**src/rtl/decode_cycle.sv**
```systemverilog
// decode_cycle: RV32I decode stage with register file and ID/EX register.
//   clk, rst (async, active-high)
//   D side  : InstrD, PCD, PCPlus4D, Predict_branchD
//   W side  : RegWriteW, RdW, ResultW (register-file write port)
//   hazard  : StallE, FlushE in; Rs1D, Rs2D out (combinational source fields)
//   E side  : registered control, operands, immediate, register fields, PCs,
//             and the prediction bit
module decode_cycle #(
  parameter int XLEN  = 32,
  parameter int NREGS = 32
) (
  input  logic            clk,
  input  logic            rst,
  input  logic [31:0]     InstrD,
  input  logic [XLEN-1:0] PCD,
  input  logic [XLEN-1:0] PCPlus4D,
  input  logic            Predict_branchD,
  input  logic            RegWriteW,
  input  logic [4:0]      RdW,
  input  logic [XLEN-1:0] ResultW,
  input  logic            StallE,
  input  logic            FlushE,
  output logic [4:0]      Rs1D,
  output logic [4:0]      Rs2D,
  output logic            RegWriteE,
  output logic            MemWriteE,
  output logic            JumpE,
  output logic            BranchE,
  output logic            ALUSrcAE,
  output logic            ALUSrcBE,
  output logic [1:0]      ResultSrcE,
  output logic [3:0]      ALUControlE,
  output logic [2:0]      Funct3E,
  output logic [XLEN-1:0] RD1E,
  output logic [XLEN-1:0] RD2E,
  output logic [XLEN-1:0] ImmExtE,
  output logic [4:0]      Rs1E,
  output logic [4:0]      Rs2E,
  output logic [4:0]      RdE,
  output logic [XLEN-1:0] PCE,
  output logic [XLEN-1:0] PCPlus4E,
  output logic            Predict_branchE
);
  localparam logic [6:0] OP_LW = 7'b0000011, OP_SW = 7'b0100011, OP_R = 7'b0110011,
                         OP_I = 7'b0010011, OP_BR = 7'b1100011, OP_JAL = 7'b1101111,
                         OP_JALR = 7'b1100111, OP_LUI = 7'b0110111, OP_AUIPC = 7'b0010111;
  localparam logic [3:0] ALU_ADD = 4'd0, ALU_SUB = 4'd1, ALU_AND = 4'd2, ALU_OR = 4'd3,
                         ALU_XOR = 4'd4, ALU_SLT = 4'd5, ALU_SLTU = 4'd6, ALU_SLL = 4'd7,
                         ALU_SRL = 4'd8, ALU_SRA = 4'd9, ALU_PASSB = 4'd10;

  typedef struct packed {
    logic            reg_write, mem_write, jump, branch, alu_src_a, alu_src_b;
    logic [1:0]      result_src;
    logic [3:0]      alu_ctl;
    logic [2:0]      funct3;
    logic [XLEN-1:0] rd1, rd2, imm;
    logic [4:0]      rs1, rs2, rd;
    logic [XLEN-1:0] pc, pc4;
    logic            pred;
  } idex_t;

  logic [NREGS-1:0][XLEN-1:0] rf_q, rf_d;
  idex_t dec, ex_d, ex_q;

  logic [6:0] opcode;
  logic [2:0] funct3;
  logic       f7b5;
  logic [3:0] arith_op;

  assign opcode = InstrD[6:0];
  assign funct3 = InstrD[14:12];
  assign f7b5   = InstrD[30];
  assign Rs1D   = InstrD[19:15];
  assign Rs2D   = InstrD[24:20];

  // Register file; x0 is never written so it stays zero.
  always_comb begin
    rf_d = rf_q;
    if (RegWriteW && RdW != '0) rf_d[RdW] = ResultW;
  end

  always_ff @(posedge clk or posedge rst) begin
    if (rst) rf_q <= '0;
    else     rf_q <= rf_d;
  end

  // Shared R/I ALU decode; only R-type turns funct3=000 into sub.
  always_comb begin
    arith_op = ALU_ADD;
    case (funct3)
      3'b000: arith_op = (opcode == OP_R && f7b5) ? ALU_SUB : ALU_ADD;
      3'b001: arith_op = ALU_SLL;
      3'b010: arith_op = ALU_SLT;
      3'b011: arith_op = ALU_SLTU;
      3'b100: arith_op = ALU_XOR;
      3'b101: arith_op = f7b5 ? ALU_SRA : ALU_SRL;
      3'b110: arith_op = ALU_OR;
      default: arith_op = ALU_AND;
    endcase
  end

  always_comb begin
    dec        = '0;
    dec.funct3 = funct3;
    dec.rs1    = Rs1D;
    dec.rs2    = Rs2D;
    dec.rd     = InstrD[11:7];
    dec.pc     = PCD;
    dec.pc4    = PCPlus4D;
    dec.pred   = Predict_branchD;
    // Read ports with W->D bypass so a same-cycle writeback is seen.
    dec.rd1 = (Rs1D == '0) ? '0 : (RegWriteW && RdW == Rs1D) ? ResultW : rf_q[Rs1D];
    dec.rd2 = (Rs2D == '0) ? '0 : (RegWriteW && RdW == Rs2D) ? ResultW : rf_q[Rs2D];
    case (opcode)
      OP_LW: begin
        dec.reg_write = 1'b1; dec.alu_src_b = 1'b1; dec.result_src = 2'b01;
        dec.imm = {{20{InstrD[31]}}, InstrD[31:20]};
      end
      OP_SW: begin
        dec.mem_write = 1'b1; dec.alu_src_b = 1'b1;
        dec.imm = {{20{InstrD[31]}}, InstrD[31:25], InstrD[11:7]};
      end
      OP_R: begin
        dec.reg_write = 1'b1; dec.alu_ctl = arith_op;
      end
      OP_I: begin
        dec.reg_write = 1'b1; dec.alu_src_b = 1'b1; dec.alu_ctl = arith_op;
        dec.imm = {{20{InstrD[31]}}, InstrD[31:20]};
      end
      OP_BR: begin
        dec.branch = 1'b1; dec.alu_ctl = ALU_SUB;
        dec.imm = {{19{InstrD[31]}}, InstrD[31], InstrD[7], InstrD[30:25], InstrD[11:8], 1'b0};
      end
      OP_JAL: begin
        dec.jump = 1'b1; dec.reg_write = 1'b1; dec.result_src = 2'b10;
        dec.imm = {{11{InstrD[31]}}, InstrD[31], InstrD[19:12], InstrD[20], InstrD[30:21], 1'b0};
        dec.rs1 = '0; dec.rs2 = '0;
      end
      OP_JALR: begin
        dec.jump = 1'b1; dec.reg_write = 1'b1; dec.alu_src_b = 1'b1; dec.result_src = 2'b10;
        dec.imm = {{20{InstrD[31]}}, InstrD[31:20]};
      end
      OP_LUI: begin
        dec.reg_write = 1'b1; dec.alu_src_b = 1'b1; dec.alu_ctl = ALU_PASSB;
        dec.imm = {InstrD[31:12], 12'b0};
        dec.rs1 = '0; dec.rs2 = '0;
      end
      OP_AUIPC: begin
        dec.reg_write = 1'b1; dec.alu_src_a = 1'b1; dec.alu_src_b = 1'b1;
        dec.imm = {InstrD[31:12], 12'b0};
        dec.rs1 = '0; dec.rs2 = '0;
      end
      default: ; // unknown opcode or all-zero slot: bubble, no control asserted
    endcase
  end

  // ID/EX register: flush beats stall.
  always_comb begin
    if (FlushE)      ex_d = '0;
    else if (StallE) ex_d = ex_q;
    else             ex_d = dec;
  end

  always_ff @(posedge clk or posedge rst) begin
    if (rst) ex_q <= '0;
    else     ex_q <= ex_d;
  end

  assign RegWriteE       = ex_q.reg_write;
  assign MemWriteE       = ex_q.mem_write;
  assign JumpE           = ex_q.jump;
  assign BranchE         = ex_q.branch;
  assign ALUSrcAE        = ex_q.alu_src_a;
  assign ALUSrcBE        = ex_q.alu_src_b;
  assign ResultSrcE      = ex_q.result_src;
  assign ALUControlE     = ex_q.alu_ctl;
  assign Funct3E         = ex_q.funct3;
  assign RD1E            = ex_q.rd1;
  assign RD2E            = ex_q.rd2;
  assign ImmExtE         = ex_q.imm;
  assign Rs1E            = ex_q.rs1;
  assign Rs2E            = ex_q.rs2;
  assign RdE             = ex_q.rd;
  assign PCE             = ex_q.pc;
  assign PCPlus4E        = ex_q.pc4;
  assign Predict_branchE = ex_q.pred;
endmodule

```
**config.mk**
```make
export PLATFORM = sky130hd
export DESIGN_NAME = decode_cycle
export DESIGN_NICKNAME = d
export VERILOG_FILES = /design/src/rtl/decode_cycle.sv
export SDC_FILE = /design/constraint.sdc
export NUM_CORES = 2
export LEC_CHECK = 0
export CORE_AREA = 2 2 325 327
export DETAILED_ROUTE_END_ITERATION = 16
export DIE_AREA = 0 0 327 329
export PLACE_DENSITY = 0.8
export SYNTH_ARGS = -nofsm -noshare
export SYNTH_HDL_FRONTEND = slang
export SYNTH_SLANG_ARGS = --single-unit
export TNS_END_PERCENT = 100
```
**constraint.sdc**
```tcl
create_clock -name clk -period 72.7 [get_ports clk]
set_clock_uncertainty 0.1 [all_clocks]
set_input_delay 7.27 -clock clk [delete_from_list [all_inputs] [get_ports clk]]
set_output_delay 7.27 -clock clk [all_outputs]
set_load 0.01 [all_outputs]
```
======== Word-level counts from Yosys, hierarchy flattened ========
Index checks and enable logic that the tools add are counted.
storage, ports and cells
  bits in registers ....................... 1215
  input port bits ......................... 139
  output and inout port bits .............. 201
  logic and storage cells ................. 114
operators by class
  order comparisons ....................... 4
  eq/ne operators ......................... 18
  multiplexer cells ....................... 26
  reduce and logical (&&, ||, !) cells .... 16
operator list
  kind                                                                                 count
  1024-bit bitwise mux                                                                 1
  191-bit 2-to-1 mux                                                                   2
  32-bit binary-select mux with 5-bit select                                           2
  32-bit 2-to-1 mux                                                                    7
  32-bit demux with 5-bit select                                                       1
  32-bit case mux with 5 select lines                                                  1
  4-bit case mux with 7 select lines                                                   1
  7-bit by 6-bit == test with 1-bit output, second input constant                      3
  7-bit == test, second input constant                                                 3
  5-bit by 6-bit < comparator with 1-bit output, second input constant                 3
  7-bit by 5-bit == test with 1-bit output, second input constant                      2
  4-bit case mux with 3 select lines                                                   1
  5-bit == test                                                                        2
  5-bit zero test                                                                      2
  10-bit 2-to-1 mux                                                                    1
  3-bit == test, second input constant                                                 3
  1-bit 2-to-1 mux                                                                     8
  7-bit by 2-bit == test with 1-bit output, second input constant                      1
  7-bit OR reduction                                                                   1
  3-bit by 2-bit == test with 1-bit output, second input constant                      2
  2-bit OR reduction                                                                   3
  3-bit OR reduction                                                                   2
  6-bit OR reduction                                                                   1
  5-bit by 1-bit greater-or-equal comparator with 1-bit output, second input constant  1
  other kinds (6)                                                                      10

======== Logic depth before layout (Yosys ltp) ========
  word-level depth ........................ 7
  gate-level depth with buffers ........... 10
  gate-level depth less buffers ........... 5

======== Worst setup path before layout ========
Ideal clock, no wire load.
  path kind ............................... input to output
  start ................................... input InstrD[15]
  end ..................................... output Rs1D[0]
  arrival time ............................ 7.389 ns
  required time ........................... 65.330 ns
  path slack .............................. 57.941 ns
  stages .................................. 1
  path buffers ............................ 1
  path through ............................ buf_4
RTL lines
  element             RTL line  source
  start: declaration  14        input logic [31:0] InstrD,
  end: declaration    23        output logic [4:0] Rs1D,
No word-level cell between the ends.

======== Worst setup path in the final report ========
  start ................................... input InstrD[23]
  end ..................................... output Rs2D[3]
RTL lines
  element           RTL line  source
  end: declaration  24        output logic [4:0] Rs2D,
No word-level cell between the ends.

==> qor.txt <==
setup TNS: 0 ps
crit start category: primary input
Core Footprint: 104,400 um^2
Max clock buf depth: 3
Reg clk slew, reported paths: 60 ps
vias in the first global route: 42,800
boundary pin count: 340
post-synthesis compound-gate area fraction: 4.880%
FFs w/ async S/R, synth: 100.0%
Final Max Tran Viols: 0
main flop type after synthesis: dfrtp_1
largest family of logic cells by synthesized area: multiplexers
hold path depth: 0
#FFs+latches synth: 1,214
FF-to-FF setup slack: 70,450 ps
1st-pass router iterations: 6
synth warn: 0
critical path class: in2out
clock sinks: 1,214
Synth top area share: 48.84%
GR Layer Usage met3: 10.56%
Pleak: 30.29 nW
Root Driver: clkbuf_16
GRT met2 Usage: 55.11%
# rows: 119
CTS buffer count: 131
CTS tree: built
postcts setup bufs: 0
Clk Latency, worst-skew pair: 760 ps
Post-Route WL: 193.3 mm
HP Class: reg2reg
placement-stage cell area: 66,240 um^2
Hold Crit Start: rf_q[13]
All-Layer GR Usage: 36.16%
mux cell area share after synthesis: 39.68%
unrepaired setup endpoints after global routing: no
full die area: 107,600 um^2
final instance area: 70,610 um^2
width of the die: 327 um
layout cells sized above 1: 42.96%
IO buf count: 339
first-pass GRT wire length: 284.3 mm
GR Util met1: 48.25%
Routability Congestion: 0.8492
reg-to-reg critical path startpoint: rf_q[145]
Worst Hold End: rf_q[13]
hpwl dp: 108.7 mm
CP endpoint kind: output pin
Synth cell types: 68
WP data required: 65,330 ps
Initial Util: 59.60%
Setup Viol. Count Final: 0
Die H: 329 um
Seq/Total Area, Yosys: 48.84%
Iter 0 DRT Violations: 5,072
Slew HR: 9.568%
synthesized area: 62,200 um^2
post-synth top area cell: dfrtp_1
H-tree depth: 4
crit path DAT: 8590 ps
Synth Area in Adders: 0%
most common cell in the synthesized netlist: dfrtp_1
Peak VDD IR: 0.00002412 V
Pwr Density: 27.12 nW/um^2
maximum number of pins on one net before global-route repair: 160
Worst R2R End: RD1E[17]
max-cap violations: 0
Hold Buf Count CTS: 0
Syn Area/Cell: 14.58 um^2
fmax: 62.67 MHz
initial antenna violation count: 12
DRC viols: 0
Worst Tran Pin Value: 1352 ps
GRT overflow: 0
Post-Synth Simple-Gate Area: 3.039%
R2R depth: 5
Mapped Cells: 4,267
number of enable flip-flop cells after synthesis: 0
top cells by count, synth: dfrtp_1, mux2_2, mux4_2, clkbuf_1, mux2i_1
Resize count post-CTS: 0
Crit Path Max Fanout: 24
final hold violations: 0
fin crit share: 21.95%
syn nets: 4,406
Vias/cell: 7.173
Detail Route Antenna Nets: 0
Synth Area in XOR/XNOR: 0.1549%
Area Growth Syn to Fin: 13.51%
Synth area leaders: dfrtp_1, mux2_2, mux4_2
GRT Max-Usage Layer: met2
Routed wire per std cell: 32.98 um
Layout Nets: 4,501
Period minus WS final: 15,960 ps
status: complete, no violations
Vias: 42,050
-- layout by cell type, fill, tap and decap left out, types with 28 or more instances in the layout --
cell type and count:
nand2_1 109, a211oi_1 34, o22ai_1 90, a22oi_1 47
dfrtp_1 1214, a21oi_1 52, buf_4 91, mux2_2 1061
nor2_1 117, clkbuf_1 34, clkbuf_16 135, mux2i_1 170
clkdlybuf4s50_1 327, clkbuf_8 28, nor4_1 30, o21ai_0 75
a221o_1 33, mux4_2 490
-- worst max-delay path, cell delays in order --
cell and delay [ps]:
buf_2 80, buf_4 560, clkdlybuf4s50_1 670
-- state kept, by name, indices dropped and copies added, names as in the netlist, 3 cells and up --
signal and cells:
rf_q 1024, ImmExtE 32, PCE 32, PCPlus4E 32, RD1E 32, RD2E 32, RdE 5, Rs1E 5
Rs2E 5, ALUControlE 4, Funct3E 3
-- where the power goes --
part | switching [mW] | internal [mW] | total [mW]
logic | 0.143 | 0.218 | 0.361
registers | 0.0854 | 0.790 | 0.875
clock network | 0.282 | 0.396 | 0.678
-- final cells by class --
cell class                      count  area, um^2
Inverter                            4       27.53
Timing Repair Buffer              435        4187
Sequential cell                  1214       30380
Clock buffer                      197        3891
Antenna cell                        6       15.01
Tap cell                         1391        1740
Multi-Input combinational cell   2576       29910
Clock inverter                     39       457.9
Fill cell                        7057       33760
-- metal layers --
metal / wire (um) / share of wire, %
met1: 73130 / 38
met3: 21780 / 11
met4: 9862 / 5.1
met5: 127 / 0.066
met2: 88420 / 46
-- how the worst max path moves through the flow --
stage / cells after the start / slack, ps / start / to
after global placement: 3 / 56800 / InstrD[23] / Rs2D[3]
after detailed placement: 3 / 56800 / InstrD[23] / Rs2D[3]
final: 3 / 56740 / InstrD[23] / Rs2D[3]
after global routing: 3 / 56750 / InstrD[23] / Rs2D[3]
after floorplan: 1 / 31130 / rst / ALUControlE[0]
after CTS: 3 / 56790 / InstrD[23] / Rs2D[3]
-- cells by family after synthesis --
logic type | count (synthesis)
AND/OR/NAND/NOR | 403
flip-flops | 1214
buffers and inverters | 477
multiplexers | 1721
AO/OA/AOI/OAI | 441
XOR/XNOR | 11
-- per-stage QoR --
step | utilization (%) | total power [mW] | instances | hold slack [ps] | setup slack (ps)
global route | 67.64 | 1.982 | 5858 | 303.6 | 56750
global placement | 63.47 | 1.218 | 5620 | 277.0 | 56800
CTS | 67.64 | 1.913 | 5856 | 296.7 | 56790
detailed placement | 63.47 | 1.238 | 5620 | 282.3 | 56800
floorplan | - | 1.136 | 4267 | 341.3 | 31130
finish | 67.65 | 1.915 | 5862 | 294.3 | 56740
No activity file was read; power rests on OpenSTA's default activity.
